<file path="src/rtl/mem_access_unit.sv">
// Load/store sequencer between EX/MEM and a big-endian, word-wide data memory.
// Sub-word stores run a two-cycle read-modify-write and stall the pipeline once.
module mem_access_unit #(
  parameter int unsigned MEM_BYTES = 1024
) (
  input  logic        clk,
  input  logic        rst,
  input  logic        req_valid,
  input  logic        req_write,
  input  logic [1:0]  req_size,
  input  logic        req_unsigned,
  input  logic [31:0] req_addr,
  input  logic [31:0] req_wdata,
  output logic        stall,
  output logic [31:0] load_data,
  output logic        load_valid,
  output logic        access_err,
  output logic        mem_read,
  output logic        mem_write,
  output logic [31:0] mem_addr,
  output logic [31:0] mem_wdata,
  input  logic [31:0] mem_rdata
);

  typedef enum logic {
    IDLE,
    RMW_WRITE
  } state_t;

  state_t      state_q, state_d;
  logic [31:0] waddr_q, waddr_d;
  logic [31:0] merged_q, merged_d;
  logic [31:0] load_data_q, load_data_d;
  logic        load_valid_q, load_valid_d;
  logic        access_err_q, access_err_d;

  logic        is_byte, is_half, is_word;
  logic        aligned, in_range, legal;
  logic [1:0]  lane;
  logic [31:0] waddr;
  logic [7:0]  byte_sel;
  logic [15:0] half_sel;
  logic [31:0] ext_data;
  logic [31:0] merged;

  assign lane  = req_addr[1:0];
  assign waddr = {req_addr[31:2], 2'b00};

  // Size decode and legality (alignment, size encoding, address range)
  always_comb begin
    is_byte  = (req_size == 2'b00);
    is_half  = (req_size == 2'b01);
    is_word  = (req_size == 2'b10);
    in_range = (req_addr < 32'(MEM_BYTES));
    unique case (1'b1)
      is_byte: aligned = 1'b1;
      is_half: aligned = ~req_addr[0];
      is_word: aligned = (req_addr[1:0] == 2'b00);
      default: aligned = 1'b0;
    endcase
    legal = req_valid & in_range & aligned;
  end

  // Lane extraction and sign/zero extension of the read word
  always_comb begin
    byte_sel = 8'h00;
    case (lane)
      2'd0: byte_sel = mem_rdata[31:24];
      2'd1: byte_sel = mem_rdata[23:16];
      2'd2: byte_sel = mem_rdata[15:8];
      default: byte_sel = mem_rdata[7:0];
    endcase
    half_sel = lane[1] ? mem_rdata[15:0] : mem_rdata[31:16];
    unique case (1'b1)
      is_byte:
        ext_data = {{24{~req_unsigned & byte_sel[7]}}, byte_sel};
      is_half:
        ext_data = {{16{~req_unsigned & half_sel[15]}}, half_sel};
      default:
        ext_data = mem_rdata;
    endcase
  end

  // Merge store data into the read word for sub-word stores
  always_comb begin
    merged = mem_rdata;
    if (is_half) begin
      if (lane[1]) merged[15:0]  = req_wdata[15:0];
      else         merged[31:16] = req_wdata[15:0];
    end else begin
      case (lane)
        2'd0: merged[31:24] = req_wdata[7:0];
        2'd1: merged[23:16] = req_wdata[7:0];
        2'd2: merged[15:8]  = req_wdata[7:0];
        default: merged[7:0] = req_wdata[7:0];
      endcase
    end
  end

  // Next-state and memory-port control
  always_comb begin
    state_d      = state_q;
    waddr_d      = waddr_q;
    merged_d     = merged_q;
    load_data_d  = load_data_q;
    load_valid_d = 1'b0;
    access_err_d = 1'b0;
    mem_read     = 1'b0;
    mem_write    = 1'b0;
    mem_addr     = waddr;
    mem_wdata    = 32'h0;
    stall        = 1'b0;
    case (state_q)
      IDLE: begin
        if (req_valid) begin
          if (!legal) begin
            access_err_d = 1'b1;
          end else if (!req_write) begin
            mem_read     = 1'b1;
            load_data_d  = ext_data;
            load_valid_d = 1'b1;
          end else if (is_word) begin
            mem_write = 1'b1;
            mem_addr  = req_addr;
            mem_wdata = req_wdata;
          end else begin
            mem_read = 1'b1;
            stall    = 1'b1;
            waddr_d  = waddr;
            merged_d = merged;
            state_d  = RMW_WRITE;
          end
        end
      end
      RMW_WRITE: begin
        mem_write = 1'b1;
        mem_addr  = waddr_q;
        mem_wdata = merged_q;
        state_d   = IDLE;
      end
      default: state_d = IDLE;
    endcase
  end

  // State and registered outputs; reset discards any pending merge
  always_ff @(posedge clk or posedge rst) begin
    if (rst) begin
      state_q      <= IDLE;
      waddr_q      <= 32'h0;
      merged_q     <= 32'h0;
      load_data_q  <= 32'h0;
      load_valid_q <= 1'b0;
      access_err_q <= 1'b0;
    end else begin
      state_q      <= state_d;
      waddr_q      <= waddr_d;
      merged_q     <= merged_d;
      load_data_q  <= load_data_d;
      load_valid_q <= load_valid_d;
      access_err_q <= access_err_d;
    end
  end

  assign load_data  = load_data_q;
  assign load_valid = load_valid_q;
  assign access_err = access_err_q;

endmodule

</file>
<file path="config.mk">
export PLATFORM = sky130hd
export DESIGN_NAME = mem_access_unit
export DESIGN_NICKNAME = d
export VERILOG_FILES = /design/src/rtl/mem_access_unit.sv
export SDC_FILE = /design/constraint.sdc
export NUM_CORES = 1
export LEC_CHECK = 0
export BUFFER_PORTS_ARGS = -buffer_cell sky130_fd_sc_hd__buf_2
export CAP_MARGIN = 20
export CORE_ASPECT_RATIO = 1.5
export CORE_UTILIZATION = 46
export DETAILED_ROUTE_END_ITERATION = 8
export GPL_TIMING_DRIVEN = 0
export PLACE_DENSITY = 0.83
export SKIP_LAST_GASP = 1
export SLEW_MARGIN = 15
export SYNTH_ARGS = -nofsm -noshare
export SYNTH_HDL_FRONTEND = slang
export SYNTH_SLANG_ARGS = --single-unit
</file>
<file path="constraint.sdc">
create_clock -name clk -period 4.08 [get_ports clk]
set_clock_uncertainty 0.1 [all_clocks]
set_input_delay 0.816 -clock clk [delete_from_list [all_inputs] [get_ports clk]]
set_output_delay 0.816 -clock clk [all_outputs]
set_load 0.1 [all_outputs]
</file>
# Word-level counts from Yosys, hierarchy flattened
# Cells that the tools add are included.
[totals]
regBits = 97
latchBits = 0
ram_bits = 0
rom_bits = 0
out_inout_bits = 101
wordCells = 68
mem_count = 0
[op_classes]
add_sub_neg = 0
n_mul = 0
n_div = 0
magnitude_cmp = 1
n_eq_ne = 4
shift = 0
muxes = 43
bitwise_logic = 9
n_reduce_logical = 5
[ops]
columns = ["op", "count"]
rows = [
  ["32-bit case mux with 2 select lines", 3],
  ["32-bit two-way mux", 5],
  ["16-bit two-way mux", 3],
  ["32-bit by 11-bit less-than comparator with 1-bit output, second input constant", 1],
  ["8-bit two-way mux", 4],
  ["8-bit case mux with 3 select lines", 1],
  ["1-bit two-way mux", 20],
  ["2-bit two-way mux", 4],
  ["1-bit inverter", 5],
  ["5-bit AND reduction", 1],
  ["1-bit bitwise AND", 4],
  ["2-bit by 1-bit == test with 1-bit output, second input constant", 2],
  ["2-bit == test, second input constant", 2],
  ["2-bit logical NOT", 2],
  ["1-bit case mux with 2 select lines", 2],
  ["4-bit AND reduction", 1],
  ["1-bit case mux with 3 select lines", 1],
  ["3-bit OR reduction", 1],
]

# Depth between registers and ports, before layout
[logic_depth]
depth_word = 6
ltp_mapped = 6

# Worst setup path after synthesis
# Ideal clock, no wire load.
[synth_timing]
kind = "input port to output port"
start = "input req_addr[1]"
end = "output mem_wdata[21]"
arrival_time_ps = 4073
required_time_ps = 3164
slack_ps = -909
cell_stages = 6
path_buffers = 2
path_cell_list = "buf_2 > o21ai_1 > nand4_1 > or4_1 > buf_2 > o21ai_0"
[synth_between]
elab_chain_cells = 6
word_cells_on_any_way = 8
[synth_lines]
columns = ["item", "line_no", "source"]
rows = [
  ["start, declared", "12", "input logic [31:0] req_addr,"],
  ["32-bit by 11-bit less-than comparator with 1-bit output or 2-bit logical NOT (tied branches)", "54, 58", ""],
  ["1-bit bitwise AND or 1-bit case mux with 3 select lines (tied branches)", "61, 55", ""],
  ["1-bit bitwise AND (*)", "61", "legal = req_valid & in_range & aligned;"],
  ["32-bit two-way mux (*)", "116", "if (!legal) begin"],
  ["32-bit two-way mux (*)", "115", "if (req_valid) begin"],
  ["32-bit case mux with 2 select lines (*)", "113", "case (state_q)"],
  ["end, declared", "21", "output logic [31:0] mem_wdata,"],
]
# Every way passes the cells marked *; elsewhere a longest branch is shown, timed or not.

# Final worst setup path
[layout_timing]
start = "input req_size[0]"
end = "output mem_wdata[3]"
[layout_between]
elab_chain_cells = 6
word_cells_on_any_way = 10
[layout_lines]
columns = ["item", "line_no", "source"]
rows = [
  ["start, declared", "10", "input logic [1:0] req_size,"],
  ["2-bit == test, or another cell as far along", "53", "is_word = (req_size == 2'b10);"],
  ["1-bit case mux with 3 select lines or 32-bit two-way mux (tied branches)", "55, 122", ""],
  ["1-bit bitwise AND or 32-bit two-way mux (tied branches)", "61, 118", ""],
  ["32-bit two-way mux (*)", "116", ""],
  ["32-bit two-way mux (*)", "115", ""],
  ["32-bit case mux with 2 select lines (*)", "113", ""],
]
# Marked as above.

==> results.md <==
- Outcome: completed
- Num Clock Sinks: 97
- First-pass DRT Iterations: 6
- Critical path fanouts, max: 10
- Wire per inst: 19.7 µm
- Gate Count Post-Synth: 527
- Via count: 5064
- Die X: 93.2 µm
- Area grow syn2layout: 29.8%
- Synth warnings: 0
- Vias in the first global route: 5370
- Worst skew pair latency: 0.33 ns
- Final Net Count: 843
- Cts hold-fix bufs: 0
- Critical Path AT: 3.08 ns
- CTS tree: yes
- Final period utilization: 0.979
- Seq/Total Area, Yosys: 0.423
- Syn Std Cell Area: 5730 µm²
- Synth Register Bits: 97
- Hold Fails Final Rpt: 0
- Initial Util: 0.475
- Total core area: 12100 µm²
- # setup viols final: 0
- Buffers on Ports: 200
- Longest Clk Path Bufs: 2
- Power Density: 297 nW/µm²
- Final wirelength: 17600 µm
- Slew of the pin with the lowest slew margin: 0.702 ns
- Peak supply drop: 0.190 mV
- Slowest stage cell, crit path: or4_1
- R2R depth: 5
- CP peak stage delay: 0.59 ns
- Crit-path cells: buf_2 > buf_4 > o21ai_0 > nand4_1 > or4_1 > buf_2 > o21ai_2 > clkbuf_4
- Largest net degree at the start of global routing: 61
- Hold WC Path Type: reg -> reg
- DRC viols: 0
- Synth top area share: 0.423
- Yosys top cell by area: dfrtp_1
- Num CTS Buffers: 9
- Initial antenna violation count: 0
- Critical path depth: 8
- Leakage: 3.80 nW
- Initial DRC count: 216
- Required @ worst endpoint: 3.16 ns
- Post-CTS setup buffers: 0
- Clk slew on worst S/H paths: 0.06 ns
- Total GRT Usage: 0.275
- Crit. End Element: output pin
- CP bufs+invs: 4
- Netlist cell types: 45
- Row count: 49
- Crit path max-delay family: buffers and inverters
- Number of synthesized flops with an enable pin: 0
- Gpl congestion: 0.938
- IO Pins: 204
- Final Power: 2.21 mW
- Minimum clock period: 3.99 ns
- Die area: 12900 µm²
- Commonest non-fill, non-tap cell in the layout: buf_2
- Hold Crit Depth: 1
- Max-cap viol count: 0
- Most frequent cells in the layout: buf_2, mux2_2, dfrtp_1, nand2_1, nand2b_1
- Syn Area/Cell: 10.9 µm²
- Via density: 5.64
- Ant diodes: 0
- Largest cells by area after synthesis: dfrtp_1, mux2_2, nand2b_1, o21ai_0, nand2_1
- Max-Slew Margin vs Limit: 0.529
- Post-synth ARST share: 1.00
- Layout cells sized above 1: 0.538
- CP most frequent cell: buf_2
- Die H: 139 µm
- Setup CP Type: in -> out
- Pins Over Slew Limit: 0
- Antenna viol nets, final: 0
- Total grt overflow: 0
- Final WS setup: 0.0867 ns
- First-pass GRT wire length: 27400 µm
- Dpl ws: -0.00742 ns
- Ys flop type: dfrtp_1
- HPWL after DPL: 14200 µm
- Worst Setup Start Kind: primary input
- Root buffer cell: clkbuf_16
- H-tree depth: 3
- Fmax: 250 MHz
## final cells by class
type / instances / area, µm²
inverters: 14 / 55.1
well taps: 153 / 191
clock buffers: 12 / 267
plain buffers: 38 / 218
flip-flops and latches: 97 / 2430
multi-input cells: 379 / 3150
clock inverters: 4 / 26.3
repair buffers: 201 / 1100
fillers: 1013 / 4640
## synthesized netlist by cell type, types with 5 or more instances
library cell / number
a221o_1: 8
a22oi_1: 12
a2bb2oi_1: 5
buf_2: 9
buf_6: 7
clkbuf_1: 15
dfrtp_1: 97
inv_1: 13
mux2_2: 110
mux2_4: 11
nand2_1: 45
nand2b_1: 35
nor2_1: 6
nor2b_1: 24
nor4_1: 9
o21ai_0: 42
o21ai_1: 6
o22ai_1: 8
o2bb2ai_1: 10
o31ai_1: 5
or3b_2: 5
## metrics by stage
stage	instance area, µm²	utilization	hold WS (ns)	setup TNS [ns]	std cells
final	7440	0.616	0.386	0	898
after CTS	7370	0.611	0.387	0	898
after global placement	7040	0.583	0.370	-31.81	881
after global routing	7440	0.616	0.408	-0.00207	898
after floorplan	5850	-	0.358	-1.72	528
after detailed placement	7070	0.586	0.373	-0.0209	882
## final timing paths
check / from / to / slack (ns)
setup / recovery: req_size[0] / mem_wdata[3] / 0.09
hold / removal: load_data[31] / load_data[31] / 0.39
setup reg to reg: state_q / merged_q[2] / 1.88
hold reg to reg: load_data[31] / load_data[31] / 0.39
max in group asynchronous: rst / merged_q[5] / 2.82
min in group asynchronous: rst / merged_q[12] / 0.40
## sequential cells by signal, summed over array words and instances, names as in the netlist
register    count
access_err      1
merged_q       32
waddr_q        30
load_valid      1
state_q         1
load_data      32
## power by group
group | total [mW] | switching [mW] | leakage (nW) | internal [mW]
logic | 0.421 | 0.291 | 2.30 | 0.129
clock network | 0.827 | 0.364 | 0.145 | 0.463
registers | 0.962 | 0.000184 | 1.35 | 0.962
total | 2.21 | 0.656 | 3.80 | 1.55
## kinds of logic after synthesis
kind of cell    Yosys count  share of synthesized area
flops                    97                      0.423
compound gates          105                      0.122
other cells               1                   0.000654
simple gates            143                      0.145
mux                     129                      0.262
buf+inv                  52                     0.0471
## routing by layer
metal,up-vias,GRT usage,wire length (µm)
met4,0,0.155,1040
met3,72,0.0455,1060
li1,2334,-,-
met1,2398,0.299,6370
met2,260,0.494,9180
met5,-,0,0
## repair_timing
item | CTS | global route
setup endpoints to repair | 3 | 27
pin swaps | 0 | 0
gates resized for setup | 3 | 27
No activity file was read; power rests on OpenSTA's default activity.
